File: src/rtl/pc_source_ctrl.sv
// -----------------------------------------------------------------------------
// pc_source_ctrl
//
// Purpose:
//   Drives the PC-source select path. Decides which next-PC candidate the
//   PC-source mux forwards and when the PC register is written. Owns the EPC
//   register and sequences exception entry: save EPC, fetch the handler
//   address byte from the vector table, then load the PC from that data.
//
// Optional feature (macro PCSRC_EXC_CNT_EN):
//   When defined, adds output exc_count[7:0], a saturating count of exception
//   entries. When undefined, the port and counter are absent.
//
// Parameters:
//   MEM_LAT   memory read wait cycles before vector data is valid (1..15)
//   VEC_BASE  byte address of the cause-0 vector entry (cause n at +n)
//
// Ports:
//   clk           in   system clock, rising edge
//   reset         in   synchronous active-high reset
//   fetch_req     in   pulse: advance PC to PC+4
//   resolve_req   in   pulse: apply transfer selected by resolve_kind
//   resolve_kind  in   0 branch, 1 jump, 2 jump-register, 3 exception return
//   br_cond       in   branch condition, sampled with resolve_req
//   exc_opcode    in   invalid-opcode exception pulse
//   exc_ovf       in   overflow exception pulse
//   exc_div0      in   divide-by-zero exception pulse
//   pc_in         in   current PC, used for EPC capture
//   muxpcsource   out  0 vector data, 1 ALU result, 2 ALUOut, 3 jump, 4 EPC
//   pc_write      out  PC register write enable
//   epc_write     out  pulse when EPC is updated
//   epc_out       out  EPC register contents
//   cause         out  latched exception code (0 opcode, 1 ovf, 2 div0)
//   exc_addr      out  vector table read address
//   exc_mem_rd    out  vector table read request
//   busy          out  exception sequence in progress
//   exc_count     out  (PCSRC_EXC_CNT_EN only) saturating exception count
// -----------------------------------------------------------------------------
module pc_source_ctrl #(
   parameter int unsigned MEM_LAT  = 2,
   parameter logic [31:0] VEC_BASE = 32'd253
) (
   input  logic        clk,
   input  logic        reset,
   input  logic        fetch_req,
   input  logic        resolve_req,
   input  logic [1:0]  resolve_kind,
   input  logic        br_cond,
   input  logic        exc_opcode,
   input  logic        exc_ovf,
   input  logic        exc_div0,
   input  logic [31:0] pc_in,
   output logic [2:0]  muxpcsource,
   output logic        pc_write,
   output logic        epc_write,
   output logic [31:0] epc_out,
   output logic [1:0]  cause,
   output logic [31:0] exc_addr,
   output logic        exc_mem_rd,
`ifdef PCSRC_EXC_CNT_EN
   output logic [7:0]  exc_count,
`endif
   output logic        busy
);

   typedef enum logic [1:0] {
      IDLE     = 2'd0,
      EXC_SAVE = 2'd1,
      EXC_WAIT = 2'd2,
      EXC_LOAD = 2'd3
   } state_t;

   state_t      state_r;
   logic [3:0]  wait_cnt_r;
   logic        exc_any_s;
   logic [1:0]  exc_sel_s;

   // Fixed-priority pick among simultaneous exceptions: opcode > ovf > div0.
   function automatic logic [1:0] exc_winner(input logic opc, input logic ovf);
      logic [1:0] code;
      if (opc) begin
         code = 2'd0;
      end else if (ovf) begin
         code = 2'd1;
      end else begin
         code = 2'd2;
      end
      return code;
   endfunction

   assign exc_any_s = exc_opcode | exc_ovf | exc_div0;
   assign exc_sel_s = exc_winner(exc_opcode, exc_ovf);

   // Control FSM: request arbitration, exception sequencing and all outputs.
   always_ff @(posedge clk) begin
      if (reset) begin
         state_r     <= IDLE;
         wait_cnt_r  <= 4'd0;
         muxpcsource <= 3'd1;
         pc_write    <= 1'b0;
         epc_write   <= 1'b0;
         epc_out     <= 32'd0;
         cause       <= 2'd0;
         exc_addr    <= 32'd0;
         exc_mem_rd  <= 1'b0;
         busy        <= 1'b0;
`ifdef PCSRC_EXC_CNT_EN
         exc_count   <= 8'd0;
`endif
      end else begin
         case (state_r)
            IDLE: begin
               // Only IDLE arbitrates; requests seen in any other state are dropped.
               if (exc_any_s) begin
                  state_r    <= EXC_SAVE;
                  cause      <= exc_sel_s;
                  epc_out    <= pc_in - 32'd4;   // wraps mod 2^32
                  epc_write  <= 1'b1;
                  exc_addr   <= VEC_BASE + {30'd0, exc_sel_s};
                  exc_mem_rd <= 1'b1;
                  busy       <= 1'b1;
                  pc_write   <= 1'b0;
`ifdef PCSRC_EXC_CNT_EN
                  if (exc_count != 8'hFF) begin
                     exc_count <= exc_count + 8'd1;
                  end else begin
                     exc_count <= exc_count;
                  end
`endif
               end else if (resolve_req) begin
                  epc_write <= 1'b0;
                  case (resolve_kind)
                     2'd0: begin
                        // Not-taken branch leaves the select untouched.
                        if (br_cond) begin
                           muxpcsource <= 3'd2;
                           pc_write    <= 1'b1;
                        end else begin
                           pc_write    <= 1'b0;
                        end
                     end
                     2'd1: begin
                        muxpcsource <= 3'd3;
                        pc_write    <= 1'b1;
                     end
                     2'd2: begin
                        muxpcsource <= 3'd1;
                        pc_write    <= 1'b1;
                     end
                     2'd3: begin
                        muxpcsource <= 3'd4;
                        pc_write    <= 1'b1;
                     end
                     default: begin
                        pc_write    <= 1'b0;
                     end
                  endcase
               end else if (fetch_req) begin
                  muxpcsource <= 3'd1;
                  pc_write    <= 1'b1;
                  epc_write   <= 1'b0;
               end else begin
                  pc_write    <= 1'b0;
                  epc_write   <= 1'b0;
               end
            end

            EXC_SAVE: begin
               // Counter holds the remaining wait cycles after this one.
               state_r    <= EXC_WAIT;
               wait_cnt_r <= 4'(MEM_LAT - 1);
               epc_write  <= 1'b0;
               pc_write   <= 1'b0;
            end

            EXC_WAIT: begin
               if (wait_cnt_r == 4'd0) begin
                  state_r     <= EXC_LOAD;
                  muxpcsource <= 3'd0;
                  pc_write    <= 1'b1;
                  exc_mem_rd  <= 1'b0;
               end else begin
                  wait_cnt_r  <= wait_cnt_r - 4'd1;
               end
            end

            EXC_LOAD: begin
               state_r  <= IDLE;
               pc_write <= 1'b0;
               busy     <= 1'b0;
            end

            default: begin
               state_r    <= IDLE;
               pc_write   <= 1'b0;
               epc_write  <= 1'b0;
               exc_mem_rd <= 1'b0;
               busy       <= 1'b0;
            end
         endcase
      end
   end

endmodule
File: config.mk
export PLATFORM = sky130hd
export DESIGN_NAME = pc_source_ctrl
export DESIGN_NICKNAME = d
export VERILOG_FILES = /design/src/rtl/pc_source_ctrl.sv
export SDC_FILE = /design/constraint.sdc
export NUM_CORES = 1
export LEC_CHECK = 0
export ABC_AREA = 1
export CAP_MARGIN = 20
export CORE_MARGIN = 2
export CORE_UTILIZATION = 46
export DETAILED_ROUTE_END_ITERATION = 10
export GPL_TIMING_DRIVEN = 1
export PLACE_DENSITY = 0.84
export SLEW_MARGIN = 30
export SYNTH_ARGS = -nofsm -noshare
export SYNTH_HDL_FRONTEND = slang
export SYNTH_SLANG_ARGS = --single-unit
export TNS_END_PERCENT = 30
File: constraint.sdc
create_clock -name clk -period 1.7 [get_ports clk]
set_input_delay 0.34 -clock clk [delete_from_list [all_inputs] [get_ports clk]]
set_output_delay 0.34 -clock clk [all_outputs]
set_load 0.005 [all_outputs]
==> impl_metrics.tcl <==
set metrics [dict create \
    status "finished, final reports clean" \
    drc 0 \
    vias_per_cell 4.84 \
    core_area_um2 6870 \
    yosys_warnings 0 \
    grt_pass1_wl_um 15000 \
    grt_max_degree 34 \
    ys_types 35 \
    combPwrFrac_pct 50.6 \
    final.period_utilization_pct 96.1 \
    tns_ps 0 \
    final-setup-viol-count 0 \
    hpwl_um 7280 \
    die_width_um 88.8 \
    num_vias 3511 \
    io_pins 115 \
    dp_slack_ps -198 \
    p_sw_share_pct 36.5 \
    synth_compound_area_share_pct 11.0 \
    clk_latency_ps 310 \
    num-nets-final 683 \
    synth_fa_ha_area_share_pct 4.54 \
    muxShareOfSynthArea_pct 0 \
    post-route-worst-setup-slack_ps 66.7 \
    grt_overflow 0 \
    cp_cell_sequence "clkdlybuf4s50_1" \
    cp_slowest_cell "clkdlybuf4s50_1" \
    synth-xor-area-share_pct 2.39 \
    ctsResizeCount 0 \
    power.share.sequential_pct 34.4 \
    clock_path_buffers 2 \
    clkSlewWorstSetupHoldPaths_ps 90 \
    pwr_density_cell_nw_per_um2 1210 \
    crit_buf_inv 1 \
    syn_avg_cell_area_um2 6.53 \
    place_inst 718 \
    clock.fmax_mhz 612 \
    worstPathArrival_ps 1290 \
    min_path_type "flip-flop to flip-flop" \
    syn2layout_area_growth_pct 39.7 \
    power_switching_mw 2.03 \
    routedWlPerCell_um 12.6 \
    final_antenna_net_count 0 \
    required_ps 1360 \
    final_common_cell "nor2_1" \
    netlist_instances 506 \
    cp-end-kind "primary output" \
    power_leakage_nw 2.21 \
    reg2reg_depth 9 \
    synth_top_family_by_area "simple AND/OR/NAND/NOR gates" \
    synth-simple-area-share_pct 33.7 \
    cts-root-buf "clkbuf_8" \
    routed_wl_um 9150 \
    hold-worst-slack_ps 472 \
    ys_seq_area_share_pct 30.9 \
    grt_util_all_layers_pct 24.3 \
    rsz0062_at_grt "false" \
    cp.depth 1 \
    yosys.area.top_type "dfxtp_1" \
    drtIter0Drc 179 \
    cts.sinks 51 \
    finalCriticalPeriod_ps 1630 \
    cp_max_fo 7 \
    io_buffers 91 \
    rrSetupSlack_ps 130 \
    hold_depth 2 \
    tritoncts "yes" \
    cap_viol_max_count 0 \
    fillCellCount 615 \
    critical_path.max_stage_delay_ps 550 \
    slew_violations 0 \
    cts.hold.buffers_added 0 \
    ys_seq_elements 51 \
    hold_viol_final 0 \
    grt_pass1_vias 3401 \
    startpoint_type "flip-flop" \
    htree_levels 2 \
    std_cell_rows 30 \
    crit_family "buffers and inverters" \
    gp_congestion 0.891 \
    yosys-top-cells-area "dfxtp_1 (31%), nor2_1 (11%), nand2_1 (9.2%)" \
    crit_type "flip-flop to primary output" \
    final_cells 725 \
    post_cts_buffers 0 \
    antenna_cells 0 \
    synthesis.area_um2 3300 \
    initial_core_util_pct 48.1 \
    skew_ps 5.79 \
    p_int_mw 3.53 \
    cts_buffers 5 \
    pwr-share-clk_pct 15.0 \
    die-area_um2 7880 \
    drive_above_1_share_pct 12.9 \
    dr.pass1.iters 4 \
    ir_worst_vdd_mv 0.775 \
    synth_top_cell_area_share_pct 30.9 \
    antenna_found_initial 0 \
    die_y_um 88.8 \
    mostFrequentLayoutCells "nor2_1 (93), clkdlybuf4s50_1 (91), nand2_1 (80)" \
]
final timing paths:
check / start / end
worst max register to register: state_r[1]$_SDFFE_PP0P_ / epc_out[23]$_SDFFE_PP0P_
worst max-delay path: exc_addr[7]$_SDFFE_PP0P_ / exc_addr[4]
worst min register to register: pc_write$_SDFFE_PP0P_ / pc_write$_SDFFE_PP0P_
worst min-delay path: pc_write$_SDFFE_PP0P_ / pc_write$_SDFFE_PP0P_
worst min-delay path, delay by kind of cell (launching register included):
kind             cells  cell delay (ps)
flip-flops           1              320
AO/OA/AOI/OAI        1               60
AND/OR/NAND/NOR      1               60
cells by family after synthesis:
logic type | Yosys count
fa+ha+maj | 12
buf+inv | 120
other cells | 1
simple gates | 247
flops | 51
compound gates | 66
xor+xnor | 9
sequential cells by signal (all words and copies together), names as in the netlist:
register / cells
epc_write: 1
wait_cnt_r: 4
muxpcsource: 3
busy: 1
state_r: 2
pc_write: 1
cause: 2
exc_addr: 4
epc_out: 32
exc_mem_rd: 1
metrics by stage:
stage / total power, mW / instance area (um^2) / util (%)
2_1_floorplan: 3.33 / 3390 / -
3_3_place_gp: 4.64 / 4510 / 65.6
3_5_place_dp: 4.74 / 4510 / 65.6
4_1_cts: 5.60 / 4610 / 67.1
5_1_grt: 6.01 / 4620 / 67.2
6_report: 5.56 / 4620 / 67.2
synth_stat cells, drive strengths merged:
master / number
xnor2: 3
inv: 80
a211oi: 1
buf: 38
nor3: 2
or2: 1
nor2: 108
o211ai: 4
dfxtp: 51
nand4: 8
a21oi: 23
nand3: 38
ha: 12
nand3b: 1
o31ai: 1
clkbuf: 2
o21bai: 2
o2111ai: 1
nand2: 89
o22ai: 1
xor2: 6
conb: 1
o21ai: 33
power by group through the flow:
stage	clock, mW	combinational (mW)	sequential (mW)
floorplan	0	1.42	1.92
global placement	0	2.73	1.91
detailed placement	0	2.81	1.93
CTS	0.860	2.83	1.91
global route	0.888	3.16	1.96
finish	0.835	2.82	1.91
layout make-up:
class	count	area (um^2)	share of cell area, %
flip-flops and latches	51	1020	22.1
repair buffers	134	1270	27.5
well taps	96	120	2.60
inverters	80	300	6.51
clock buffers	6	72.6	1.57
clock inverters	1	30.0	0.651
multi-input cells	357	1800	39.0
per-layer routing:
metal,vias up,share of wire [%],GRT usage (%)
met1,1564,42,29.1
met2,151,48,43.2
met5,-,0,0
li1,1771,-,-
met4,0,2.5,8.26
met3,25,7.5,4.76
(Power assumes the default switching activity.)
